===== src/rtl/pc_gen.sv =====
// Fetch-stage PC generator: selects the next imem address (JALR > branch > JAL > PC+4),
// kills the wrong-path fetch after each redirect, and halts on a misaligned target.
module pc_gen #(
  parameter int unsigned            XLEN     = 32,
  parameter logic [XLEN-1:0]        RESET_PC = 32'h0000_2000,
  parameter int unsigned            CNT_W    = 32
) (
  input  logic             clk,
  input  logic             rst,
  input  logic             stall,
  input  logic             PCSel_bit1,
  input  logic [XLEN-1:0]  BTarg,
  input  logic             jal_valid,
  input  logic [XLEN-1:0]  JTarg,
  input  logic             jalr_valid,
  input  logic [XLEN-1:0]  JALRTarg,
  output logic [XLEN-1:0]  pc_out,
  output logic [XLEN-1:0]  pc_fetch,
  output logic             inst_valid,
  output logic             redirect,
  output logic             misalign,
  output logic [CNT_W-1:0] redirect_cnt
);

  typedef enum logic [1:0] {
    BOOT = 2'd0,
    RUN  = 2'd1,
    HALT = 2'd2
  } state_t;

  state_t            state_q, state_d;
  logic [XLEN-1:0]   pc_out_q, pc_out_d;
  logic [XLEN-1:0]   pc_fetch_q, pc_fetch_d;
  logic              inst_valid_q, inst_valid_d;
  logic              misalign_q, misalign_d;
  logic [CNT_W-1:0]  redirect_cnt_q, redirect_cnt_d;

  logic [XLEN-1:0]   jalr_targ;
  logic [XLEN-1:0]   next_pc;
  logic              fetching;
  logic              next_misaligned;
  logic              redirect_c;

  // JALR target with bit 0 forced low; only bits [1:0] left to check afterwards
  assign jalr_targ = JALRTarg & ~{{(XLEN-1){1'b0}}, 1'b1};

  // Next-PC select: JALR beats a taken branch, which beats JAL, else sequential
  always_comb begin
    next_pc = pc_out_q + XLEN'(4);
    if (jalr_valid) begin
      next_pc = jalr_targ;
    end else if (PCSel_bit1) begin
      next_pc = BTarg;
    end else if (jal_valid) begin
      next_pc = JTarg;
    end
  end

  // A fetch advances only in BOOT/RUN and when downstream is ready
  assign fetching        = ((state_q == BOOT) || (state_q == RUN)) && !stall;
  assign next_misaligned = fetching && (next_pc[1:0] != 2'b00);

  // State register
  always_ff @(posedge clk) begin
    if (rst) begin
      state_q <= BOOT;
    end else begin
      state_q <= state_d;
    end
  end

  // Next-state logic: BOOT leaves after the first fetch, misalignment parks us in HALT
  always_comb begin
    state_d = state_q;
    case (state_q)
      BOOT: begin
        if (!stall) begin
          state_d = next_misaligned ? HALT : RUN;
        end
      end
      RUN: begin
        if (next_misaligned) begin
          state_d = HALT;
        end
      end
      HALT:    state_d = HALT;
      default: state_d = BOOT;
    endcase
  end

  // FSM outputs: redirects are only acknowledged once running
  always_comb begin
    redirect_c = 1'b0;
    if (state_q == RUN && !stall) begin
      redirect_c = jalr_valid | PCSel_bit1 | jal_valid;
    end
  end

  // Datapath next values: advance PC, kill the in-flight fetch on redirect, count redirects
  always_comb begin
    pc_out_d       = pc_out_q;
    pc_fetch_d     = pc_fetch_q;
    inst_valid_d   = inst_valid_q;
    misalign_d     = misalign_q;
    redirect_cnt_d = redirect_cnt_q;
    if (fetching) begin
      pc_fetch_d = pc_out_q;
      if (next_misaligned) begin
        misalign_d   = 1'b1;
        inst_valid_d = 1'b0;
      end else begin
        pc_out_d     = next_pc;
        inst_valid_d = !redirect_c;
      end
      if (redirect_c) begin
        redirect_cnt_d = redirect_cnt_q + CNT_W'(1);
      end
    end else if (state_q == HALT) begin
      inst_valid_d = 1'b0;
    end
  end

  // Datapath registers; reset takes precedence over stall and redirects
  always_ff @(posedge clk) begin
    if (rst) begin
      pc_out_q       <= RESET_PC;
      pc_fetch_q     <= '0;
      inst_valid_q   <= 1'b0;
      misalign_q     <= 1'b0;
      redirect_cnt_q <= '0;
    end else begin
      pc_out_q       <= pc_out_d;
      pc_fetch_q     <= pc_fetch_d;
      inst_valid_q   <= inst_valid_d;
      misalign_q     <= misalign_d;
      redirect_cnt_q <= redirect_cnt_d;
    end
  end

  assign pc_out       = pc_out_q;
  assign pc_fetch     = pc_fetch_q;
  assign inst_valid   = inst_valid_q;
  assign redirect     = redirect_c;
  assign misalign     = misalign_q;
  assign redirect_cnt = redirect_cnt_q;

endmodule


===== config.mk =====
export PLATFORM = sky130hd
export DESIGN_NAME = pc_gen
export DESIGN_NICKNAME = d
export VERILOG_FILES = /design/src/rtl/pc_gen.sv
export SDC_FILE = /design/constraint.sdc
export NUM_CORES = 1
export LEC_CHECK = 0
export BUFFER_PORTS_ARGS = -buffer_cell sky130_fd_sc_hd__buf_2
export CAP_MARGIN = 10
export CORE_ASPECT_RATIO = 1.1
export CORE_MARGIN = 5
export CORE_UTILIZATION = 54
export DETAILED_ROUTE_END_ITERATION = 6
export PLACE_DENSITY_LB_ADDON = 0.2
export SLEW_MARGIN = 20
export SYNTH_ARGS = -nofsm -noshare
export SYNTH_HDL_FRONTEND = slang
export SYNTH_SLANG_ARGS = --single-unit

===== constraint.sdc =====
create_clock -name clk -period 5.6 [get_ports clk]
set_input_delay 1.12 -clock clk [delete_from_list [all_inputs] [get_ports clk]]
set_output_delay 1.12 -clock clk [all_outputs]
set_load 0.02 [all_outputs]

# Yosys cells after proc, flatten, opt, wreduce, memory -nomap -nowiden
# Index checks and enable logic that the tools add are counted.
[classes] bitwise_logic=3 eq_ne=4 add_sub_neg=2 n_reduce_logical=13 n_shift=0 n_div=0 multipliers=0 order_cmp=0 mux=11
[ops] op="32-bit two-way mux" count=3
[ops] op="32-bit by 1-bit adder with 32-bit output, second input constant" count=1
[ops] op="32-bit by 3-bit adder with 32-bit output, second input constant" count=1
[ops] op="2-bit AND reduction" count=4
[ops] op="2-bit two-way mux" count=3
[ops] op="2-bit one-hot mux with 3 select lines" count=1
[ops] op="1-bit two-way mux" count=4
[ops] op="2-bit inequality test, second input constant" count=2
[ops] op="2-bit nonzero test" count=2
[ops] op="1-bit logical AND" count=3
[ops] op="2-bit by 1-bit == test with 1-bit output, second input constant" count=1
[ops] op="2-bit == test, second input constant" count=1
[ops] op="1-bit zero test" count=2
[ops] op="2-bit zero test" count=1
[ops] op="1-bit OR" count=2
[ops] op="1-bit logical OR" count=1
[ops] op="1-bit NOT" count=1
[word_totals] input_bits=102 output_inout_bits=99 regBits=100 wordCells=39 latch_bits=0 mem_count=0 mem_bits_rw=0 rom_bits=0

# Longest topological paths before layout
# Gate-level depths: netlist (run 1).
[depth] ltp_word=9 ltp_mapped=10 mapped_depth_nobuf=7

# Least setup slack after synthesis (run 1)
# OpenSTA, ideal clock, no wires.
[synth_path] path_type="input to output" start="input port jalr_valid" end="output port redirect" required_time_ns=4.480 cell_stages=3 n_path_buf=1 arrival_time_ns=1.828 path_slack_ns=2.652 cell_sequence="buf_2 > nor3_2 > nor2_1"
[synth_via] elab_chain_cells=3
[synth_rtl] item="from (decl)" line="15" rtl="input logic jalr_valid,"
[synth_rtl] item="1-bit OR (2 in a row)" line="95" rtl="redirect_c = jalr_valid | PCSel_bit1 | jal_valid;"
[synth_rtl] item="1-bit two-way mux" line="94" rtl="if (state_q == RUN && !stall) begin"
[synth_rtl] item="to (decl)" line="20" rtl="output logic redirect,"
# No other way between the ends.

# Worst setup path after layout (run 1)
# Ends and elaborated chain as after synthesis.

==> results of run 1 <==
[state kept, by name, indices dropped and copies added (netlist names)]
| signal | count |
|---|---|
| pc_out | 32 |
| misalign | 1 |
| redirect_cnt | 32 |
| inst_valid | 1 |
| pc_fetch | 32 |
| state_q | 2 |
[power by group]
group	leakage, nW	switching, mW	internal [mW]
combinational	1.95	0.241	0.133
clock	0.147	0.274	0.359
sequential	0.811	0.0578	0.751
[metal layers]
metal	GRT usage (%)	up-vias
met5	0	-
met4	11.4	2
met3	6.14	38
met2	46.5	281
met1	34.5	2916
li1	-	2961
[final cells by class]
class	count	area, µm²
flip-flops and latches	100	2000
inverters	21	78.8
multi-input cells	545	3340
fillers	904	3420
diodes	1	2.50
clock inverters	4	48.8
clock buffers	12	246
well taps	143	179
repair buffers	203	1030
[layout by cell type (no fill, tap or decap), types with 6 or more instances in the layout]
cell type,instances
a21oi_1,66
a221o_1,8
a221oi_1,13
a31o_2,6
a31oi_1,9
and2_1,6
and3_1,6
and4_1,8
buf_2,198
clkbuf_16,9
dfxtp_1,100
inv_1,20
nand2_1,110
nand2b_1,10
nand3_1,33
nand4_1,17
nor2_1,58
nor2b_1,6
nor3_1,12
nor4_1,11
o211ai_1,10
o21ai_0,17
o31a_1,7
o31ai_1,7
or4_1,7
xnor2_1,9
xor2_1,19
[cell families (layout without fill, tap and decap cells)]
group	Yosys count	in the layout	share of synthesized area [%]
other	0	1	0
AOI/OAI and AO/OA	192	192	23.6
buffers and inverters	78	240	6.21
xor gates and xnor gates	28	28	4.32
adders and majority gates	5	5	1.10
and+or+nand+nor	312	312	28.0
muxes	8	8	1.50
DFF	100	100	35.2
[synth_stat cells (all sizes together) (3+ instances only)]
master,instances,area (µm²)
nand2,110,413
dfxtp,100,2000
a21oi,67,339
nor2,58,218
nand3,33,165
clkbuf,30,116
buf,26,145
inv,20,75.1
nand4,19,140
o21ai,19,95.1
xor2,19,166
nor3,15,90.1
nor4,14,115
a221oi,13,114
nand2b,11,68.8
and4,10,91.3
o211ai,10,75.1
a31oi,9,56.3
and2,9,57.6
and3,9,60.1
xnor2,9,78.8
a221o,8,80.1
nor2b,7,43.8
o31a,7,61.3
o31ai,7,52.6
or4,7,52.6
a31o,6,52.6
o41ai,6,71.3
ha,5,62.6
o22ai,5,31.3
or3,5,31.3
a211oi,4,30.0
mux2,4,45.0
mux2i,4,40.0
o311ai,4,35.0
o32ai,4,35.0
a2111oi,3,32.5
a211o,3,26.3
[final timing paths]
path / to / slack, ns / depth (start not counted)
max: redirect / 1.72 / 4
min: pc_fetch[22] / 0.45 / 2
max reg2reg: pc_out[20] / 2.31 / 7
min reg2reg: pc_fetch[22] / 0.45 / 2
[worst register-to-register path: stages, from the launching register on]
cell and delay, ns:
dfxtp_1 0.36, inv_1 0.10, ha_1 0.25, o21ba_2 0.71, o41ai_4 0.26, nand2b_2 0.69
or4_1 0.73, o211ai_1 0.11
==> metrics.md, run 1 <==
| Metric | Value |
|---|---|
| Run status | `complete, no violations` |
| Synth Register Bits | `100` |
| Fin crit period | `3.88 ns` |
| Highest achievable clock rate | `between 200 and 300 MHz` |
| Post-cts gate resize count | `0` |
| Total power density per cell area | `~260 mW/mm²` |
| Sum Neg Setup Slack | `0 ns` |
| Number of DRC violations after detailed routing | `0` |
| Port Buf Inserts | `about 200` |
| Core outline area | `a little over 0.01 mm²` |
| DR WL/cell | `18.2 µm` |
| DRT antenna net count | `0` |
| Unrepaired setup endpoints after global routing | `false` |
| Share of layout cells above drive strength 1 | `~29%` |
| Placer's final routability congestion estimate | `0.879` |
| Cell type of the slowest stage on the worst timing path | `buf_2` |
| Utilization after layout | `roughly 67%` |
| Netlist Area Pre-Place | `about 0.0057 mm²` |
| Clock tree from TritonCTS | `yes` |
| Post-cts hold buffer count | `0` |
| Worst path top cell family by delay | `buffers and inverters` |
| Standard cell area after detailed placement | `~0.0066 mm²` |
| Worst Tran Pin Value | `~1.1 ns` |
| Share of flip-flops with an asynchronous set or reset after synthesis | `0%` |
| Peak supply drop | `0.164 mV` |
| Final Routed Wirelength | `approximately 19 mm` |
| Endpoint class of the critical path | `primary output` |
| Rel. slew slack | `about a quarter` |
| Initial cell density of the core | `between 50% and 60%` |
| Drt initial violations | `just under 500` |
| Wl on met1 | `~7.6 mm` |
| Overall die area | `between 0.01 and 0.015 mm²` |
| Critical register-to-register path startpoint | `state_q[1]` |
| Die Span Y | `~120 µm` |
| Final worst-path cycle share | `between 60 and 70%` |
| Total number of vias | `just over 6000` |
| Yosys cell types | `76` |
| Commonest register cell after synthesis | `dfxtp_1` |
| Pin count of the biggest net entering global routing | `a little over 100` |
| CP arrival | `approximately 2.8 ns` |
| Final number of max-transition violations | `0` |
| Post-layout instance area | `around 0.0069 mm²` |
| Synth warn | `0` |
| Sequential area share after synthesis | `a little over a third` |
| Clock-pin slew of the registers on the worst-case setup and hold paths | `about 0.060 ns` |
| NumNets Final | `between 900 and 1000` |
| Area added between synthesis and finish | `21.8%` |
| Post-route insts no fill | `1029` |
| Root buffer cell | `clkbuf_16` |
| Worst Hold Margin | `~0.45 ns` |
| Post-CTS setup buffers | `0` |
| Worst slack after detailed placement | `1.63 ns` |
| Met2 Wirelength | `9.11 mm` |
| Top Layer Used | `met5` |
| Number of setup violations in the final report | `0` |
| Number of antenna violations at the first check in global routing | `2` |
| Wire length of the first global-routing pass | `29.1 mm` |
| Worst path bufs/invs | `2` |
| Worst-skew pair later-pin latency | `around 0.34 ns` |
| Max Fanout on Critical Path | `53` |
| Final hold viol count | `0` |
| Gate count after technology mapping | `about 720` |
| Slowest stage delay, CP | `0.80 ns` |
| Remaining global-route overflow | `0` |
| Startpoint types | `input port` |
| Critical path required time | `between 4 and 5 ns` |
| Pre-Repair DR Iteration Count | `5` |
| Total power | `approximately 1.8 mW` |
| Ratio of routed vias to standard cells | `approximately 6` |
| Number of rows in the core area | `39` |
| Number of max-capacitance violations reported | `0` |
| Hold Startpoint | `pc_fetch[22]` |
| LEAKAGE | `around 2.9 nW` |
| Crit path cell chain | `buf_2 -> nor3_2 -> nor2_1 -> buf_2` |
| Layout Skew | `0.00631 ns` |
| Critical path launch point | `jalr_valid` |
| Least setup slack across all paths after layout | `about 1.7 ns` |
| Number of buffers inserted during clock tree synthesis | `9` |
| Number of H-tree levels | `3` |
| Number of nets produced by synthesis | `830` |
| Number of synthesized flops with an enable pin | `0` |
| Count of boundary I/O pins | `about 200` |
| Half-perimeter wire length of the detailed placement result | `between 10 and 15 mm` |
| Most numerous cell on the critical path | `buf_2` |
| Placed cell count | `1012` |
| Sinks on the clock net | `100` |
| Chip Width | `roughly 110 µm` |
| Category of the most critical setup path | `in -> out` |
| Hold Crit Class | `reg -> reg` |
| Via count of the first global-routing pass | `5890` |
| Buffer depth of the longest clock path | `2` |
| Overall Global Routing Usage | `between 20% and 30%` |
| Avg Inst Size Synth | `around 7.9 µm²` |
| Sum of met3 wire segment lengths after detailed routing | `between 1.5 and 2 mm` |
No activity file was read; power rests on OpenSTA's default activity.
==> run 2, diff against run 1 <==
Settings changed: CORE_UTILIZATION 54 to 51.
Clock period 5.6 ns to 3.8 ns, I/O delays scaled along.
==> metrics.md, run 2 (synthesized netlist as in run 1, its figures left out) <==
| Metric | Value |
|---|---|
| Initial cell density of the core | `52.1% (-2.8 points)` |
| DR WL/cell | `18.2 µm (-0.24%)` |
| NumNets Final | `999 (+1.2%)` |
| Clock-pin slew of the registers on the worst-case setup and hold paths | `0.07 ns (about the same)` |
| Die Span Y | `121 µm (+2.7%)` |
| Remaining global-route overflow | `0 (unchanged)` |
| Most numerous cell on the critical path | `buf_2` |
| Area added between synthesis and finish | `23.5%` |
| Drt initial violations | `580 (+20%)` |
| Post-cts hold buffer count | `0 (unchanged)` |
| Pin count of the biggest net entering global routing | `70 (-31%)` |
| Layout Skew | `0.00604 ns (-0.000266 ns)` |
| Unrepaired setup endpoints after global routing | `false` |
| Highest achievable clock rate | `356 MHz` |
| Post-cts gate resize count | `0 (unchanged)` |
| Sum Neg Setup Slack | `0 ns (unchanged)` |
| Number of max-capacitance violations reported | `0 (unchanged)` |
| Count of antenna diodes in the layout | `0 (-1)` |
| Critical path required time | `3.04 ns (-1.44 ns)` |
| Root buffer cell | `clkbuf_16` |
| Overall Global Routing Usage | `27.1% (-0.76 points)` |
| Worst-skew pair later-pin latency | `0.34 ns (about the same)` |
| Most common cell after layout, fill and taps aside | `buf_2` |
| Slowest stage delay, CP | `0.40 ns (-0.40 ns)` |
| Placed cell count | `1028 (+1.6%)` |
| Wire length of the first global-routing pass | `29.9 mm (+2.8%)` |
| Cell type of the slowest stage on the worst timing path | `buf_4` |
| Worst path bufs/invs | `3 (+1)` |
| Number of DRC violations after detailed routing | `0 (unchanged)` |
| Peak supply drop | `0.247 mV (+51%)` |
| Number of setup violations in the final report | `0 (unchanged)` |
| Standard cell area after detailed placement | `0.00672 mm² (+1.4%)` |
| Max Fanout on Critical Path | `40 (-25%)` |
| Post-route insts no fill | `1043 (+1.4%)` |
| Number of antenna violations at the first check in global routing | `1 (-1)` |
| Overall die area | `0.0134 mm² (+5.4%)` |
| Final hold viol count | `0 (unchanged)` |
| Rel. slew slack | `41.8% (+16 points)` |
| Half-perimeter wire length of the detailed placement result | `13.8 mm (+7.2%)` |
| Via count of the first global-routing pass | `5983 (+1.6%)` |
| Sinks on the clock net | `100 (unchanged)` |
| Run status | `complete, no violations` |
| Worst slack after detailed placement | `0.932 ns (-0.701 ns)` |
| Crit path cell chain | `buf_2 -> buf_4 -> nor3_2 -> nor2_1 -> buf_2` |
| Chip Width | `111 µm (+2.6%)` |
| Post-CTS setup buffers | `0 (unchanged)` |
| Hold Crit Class | `reg -> reg` |
| Final Routed Wirelength | `18.9 mm (+1.1%)` |
| Total number of vias | `6315 (+1.9%)` |
| Placer's final routability congestion estimate | `0.886 (+0.80%)` |
| Category of the most critical setup path | `in -> out` |
| Startpoint types | `input port` |
| Endpoint class of the critical path | `primary output` |
| Number of buffers inserted during clock tree synthesis | `9 (unchanged)` |
| Buffer depth of the longest clock path | `2 (unchanged)` |
| Final worst-path cycle share | `73.8%` |
| Count of boundary I/O pins | `201 (unchanged)` |
| Worst path top cell family by delay | `buffers and inverters` |
| Fin crit period | `2.81 ns` |
| Port Buf Inserts | `199 (unchanged)` |
| Flop-to-flop setup slack | `1.05 ns (-1.26 ns)` |
| Final number of max-transition violations | `0 (unchanged)` |
| CP arrival | `2.05 ns (-0.71 ns)` |
| Highest-count cells in the layout ignoring fill and taps | `buf_2, nand2_1, dfxtp_1, a21oi_1, nor2_1` |
| Least setup slack across all paths after layout | `0.995 ns (-0.723 ns)` |
| Worst Tran Pin Value | `0.872 ns (-0.247 ns)` |
| Number of H-tree levels | `3 (unchanged)` |
| DRT antenna net count | `0 (unchanged)` |
| Total power density per cell area | `385 mW/mm² (+47%)` |
| Pre-Repair DR Iteration Count | `5 (unchanged)` |
| LEAKAGE | `2.97 nW (+1.9%)` |
| Clock tree from TritonCTS | `yes` |
| Core outline area | `0.0109 mm² (+5.5%)` |
| Post-layout instance area | `0.00702 mm² (+1.4%)` |
| Number of rows in the core area | `40 (+2.6%)` |
| Ratio of routed vias to standard cells | `6.05 (+0.52%)` |
| Share of layout cells above drive strength 1 | `29.6% (+0.99 points)` |
run 2: cell count changes in the layout (fill, tap and decap cells not counted):
cell	before	now
buf_4	5	17
clkbuf_1	2	0
clkinv_2	2	1
clkinvlp_4	0	1
diode_2	1	0
inv_6	0	1
nor2b_1	6	7
nor2b_2	1	0
run 2: final cells by class:
cell class                 instances  area [µm²]
clock buffer                      10         239
fill                            1013        3890
multi-input combinational        545        3330
inverter                          21        78.8
sequential                       100        2000
tap                              147         184
clock inverter                     5        60.1
timing repair buffer             215        1120
run 2: worst reg2reg max path, stage by stage, from the launching register on:
cell	delay, ns
dfxtp_1	0.49
nand4_1	0.49
nor4_4	0.91
nand3_1	0.24
o31a_1	0.29
o32ai_1	0.24
run 2: per-layer routing:
| layer | GRT usage [%] | routed length (µm) | vias to the layer above |
|---|---|---|---|
| met5 | 0 | 13 | - |
| met4 | 10.3 | 475 | 2 |
| met3 | 6.56 | 1620 | 41 |
| met2 | 47.2 | 9280 | 303 |
| met1 | 32.4 | 7550 | 2985 |
| li1 | - | - | 2984 |
run 2: path summary, 6_finish.rpt:
path | startpoint | to | cells after the start
worst min-delay path | pc_fetch[6] | pc_fetch[6] | 2
worst max-delay path | PCSel_bit1 | redirect | 5
worst min register to register | pc_fetch[6] | pc_fetch[6] | 2
worst max register to register | pc_out[7] | pc_out[27] | 5
run 2: power breakdown:
part	internal, mW	switching [mW]	total [mW]
clock	0.528	0.410	0.937
sequential	1.11	0.0834	1.19
combinational	0.210	0.363	0.573
total	1.84	0.856	2.70
run 2: metrics by stage:
| step | power (mW) | util [%] | hold slack (ns) |
|---|---|---|---|
| CTS | 2.71 | 64.3 | 0.455 |
| finish | 2.70 | 64.3 | 0.452 |
| detailed placement | 1.78 | 61.6 | 0.444 |
| global route | 2.82 | 64.3 | 0.473 |
| floorplan | 1.56 | - | 0.483 |
| global placement | 1.76 | 61.6 | 0.439 |
==> run 3, diff against run 2 <==
Clock period 3.8 ns to 2.7 ns, I/O delays scaled along.
==> metrics.md, run 3 (synthesized netlist as in run 1, its figures left out) <==
| Metric | Value |
|---|---|
| Run status | `complete, no violations` |
| Post-layout instance area | `0.00715 mm² (+1.9%)` |
| Post-cts gate resize count | `0 (unchanged)` |
| Final number of max-transition violations | `0 (unchanged)` |
| Utilization after layout | `65.5% (+1.2 points)` |
| Number of antenna violations at the first check in global routing | `0 (-1)` |
| Int Power | `2.71 mW (+47%)` |
| Share of layout cells above drive strength 1 | `30.5% (+0.90 points)` |
| Standard cell area after detailed placement | `0.00683 mm² (+1.6%)` |
| Critical register-to-register path startpoint | `pc_out[7]` |
| Number of DRC violations after detailed routing | `0 (unchanged)` |
| Switching power | `1.20 mW (+40%)` |
| Half-perimeter wire length of the detailed placement result | `14.1 mm (+2.1%)` |
| Ratio of routed vias to standard cells | `5.93 (-2.0%)` |
| Most common cell after layout, fill and taps aside | `buf_2` |
| Wire length of the first global-routing pass | `30.1 mm (+0.69%)` |
| GRT met3 Usage | `5.36% (-1.2 points)` |
| Cell type of the slowest stage on the worst timing path | `nor4_4` |
| Buffer depth of the longest clock path | `2 (unchanged)` |
| Flop-to-flop setup slack | `0.27 ns (-0.78 ns)` |
| Worst path top cell family by delay | `simple AND/OR/NAND/NOR gates` |
| Critical path launch point | `pc_out[7]` |
| Initial cell density of the core | `52.1% (unchanged)` |
| Final hold viol count | `0 (unchanged)` |
| Core outline area | `0.0109 mm² (unchanged)` |
| Highest-count cells in the layout ignoring fill and taps | `buf_2, nand2_1, dfxtp_1, a21oi_1, nor2_1` |
| Post-CTS setup buffers | `0 (unchanged)` |
| Number of rows in the core area | `40 (unchanged)` |
| Port Buf Inserts | `199 (unchanged)` |
| Sinks on the clock net | `100 (unchanged)` |
| Count of boundary I/O pins | `201 (unchanged)` |
| Root buffer cell | `clkbuf_16` |
| Clock tree from TritonCTS | `yes` |
| DR WL/cell | `18.1 µm (-0.24%)` |
| Chip Width | `111 µm (unchanged)` |
| Layer carrying the most global-route usage | `met2` |
| Unrepaired setup endpoints after global routing | `false` |
| Drt initial violations | `493 (-15%)` |
| Fin crit period | `2.43 ns` |
| Clock network fraction of design power | `35.8% (+1.1 points)` |
| Total power density per cell area | `546 mW/mm² (+42%)` |
| DRT antenna net count | `0 (unchanged)` |
| Peak supply drop | `0.381 mV (+54%)` |
| Endpoint of the most critical register-to-register path | `pc_out[27]` |
| Remaining global-route overflow | `0 (unchanged)` |
| Total number of vias | `6270 (-0.71%)` |
| Area added between synthesis and finish | `25.8%` |
| Critical path required time | `2.95 ns (-0.09 ns)` |
| Pin count of the biggest net entering global routing | `49 (-30%)` |
| Die Span Y | `121 µm (unchanged)` |
| Rel. slew slack | `54.7% (+13 points)` |
| Pre-Repair DR Iteration Count | `5 (unchanged)` |
| Stages on the worst setup path | `6 (+1)` |
| Combinational Power Share | `21.5% (+0.3 points)` |
| GRT met2 Usage | `47.3% (+0.11 points)` |
| NumNets Final | `1012 (+1.3%)` |
| Number of setup violations in the final report | `0 (unchanged)` |
| Worst Tran Pin Value | `0.674 ns (-0.198 ns)` |
| Overall Global Routing Usage | `27.3% (+0.19 points)` |
| Startpoint types | `register` |
| Endpoint class of the critical path | `register` |
| Final Routed Wirelength | `19.1 mm (+1.1%)` |
| Hold Crit Class | `reg -> reg` |
| Global routing met1 resource utilization | `32.8% (+0.47 points)` |
| Number of H-tree levels | `3 (unchanged)` |
| Slowest stage delay, CP | `0.57 ns (+0.17 ns)` |
| Overall die area | `0.0134 mm² (unchanged)` |
| Post-route insts no fill | `1057 (+1.3%)` |
| Post-cts hold buffer count | `0 (unchanged)` |
| Share of total power in sequential cells | `42.7% (-1.4 points)` |
| Final worst-path cycle share | `between 80% and 90%` |
| Worst Setup EP | `pc_out[27]` |
| CP arrival | `2.68 ns (+0.63 ns)` |
| Worst-skew pair later-pin latency | `0.34 ns (about the same)` |
| Max Fanout on Critical Path | `9 (-78%)` |
| Crit path cell chain | `nand4_1 -> nor4_4 -> buf_4 -> nand3_1 -> o31a_1 -> o32ai_1` |
| Layout Skew | `0.00601 ns (-0.0000257 ns)` |
| Sum Neg Setup Slack | `0 ns (unchanged)` |
| Number of max-capacitance violations reported | `0 (unchanged)` |
| Number of buffers inserted during clock tree synthesis | `9 (unchanged)` |
| Placer's final routability congestion estimate | `0.903 (+2.0%)` |
| Via count of the first global-routing pass | `6012 (+0.48%)` |
| LEAKAGE | `3.05 nW (+2.8%)` |
| Net switching share of the total power | `30.7% (-1.0 points)` |
| Worst Hold Margin | `0.449 ns (-0.00306 ns)` |
| Worst reg2reg path depth | `6 (+1)` |
| Category of the most critical setup path | `reg -> reg` |
| Clock-pin slew of the registers on the worst-case setup and hold paths | `0.07 ns (about the same)` |
| Placed cell count | `1041 (+1.3%)` |
| Worst path bufs/invs | `1 (-2)` |
| Highest achievable clock rate | `about 400 MHz` |
-- run 3: cell types whose count changed in the layout (fill, tap and decap cells not counted), sizes merged --
cell,before,now
clkinvlp,1,0
buf,215,228
clkbuf,10,11
inv,21,20
bufinv,1,2
diode,0,1
-- run 3: per-layer routing --
layer | up-vias | share of wire, %
li1 | 3011 | -
met1 | 2924 | 41
met2 | 293 | 49
met3 | 42 | 7.5
met4 | 0 | 2.9
met5 | - | 0
-- run 3: layout make-up --
cell class / instances / area, µm²
Clock buffer: 11 / 243
Multi-Input combinational cell: 545 / 3330
Timing Repair Buffer: 228 / 1230
Fill cell: 982 / 3760
Tap cell: 147 / 184
Sequential cell: 100 / 2000
Antenna cell: 1 / 2.50
Inverter: 21 / 78.8
Clock inverter: 4 / 73.8
-- run 3: tightest hold or removal path: stages (launching register included) --
cell	delay, ns
dfxtp_1	0.31
nand2_1	0.05
a21oi_1	0.05
-- run 3: power groups by stage --
stage,Sequential [mW],Combinational (mW),Clock [mW]
5_1_grt,1.68,0.908,1.47
6_report,1.67,0.838,1.40
3_3_place_gp,1.69,0.805,0
2_1_floorplan,1.75,0.440,0
4_1_cts,1.66,0.834,1.41
3_5_place_dp,1.70,0.830,0
-- run 3: through the flow --
step / setup slack [ns] / total power [mW]
floorplan: 0.481 / 2.19
global placement: 0.322 / 2.50
detailed placement: 0.235 / 2.53
CTS: 0.232 / 3.91
global route: 0.112 / 4.06
finish: 0.273 / 3.90
-- run 3: worst min path at each step --
stage                     slack [ns]  cells past startpoint          from      endpoint
after floorplan                 0.48                      2    state_q[1]    state_q[1]
after global placement          0.44                      2    inst_valid    inst_valid
after detailed placement        0.44                      2   pc_fetch[6]   pc_fetch[6]
after CTS                       0.45                      2   pc_fetch[6]   pc_fetch[6]
after global routing            0.47                      2   pc_fetch[6]   pc_fetch[6]
final                           0.45                      2  pc_fetch[24]  pc_fetch[24]
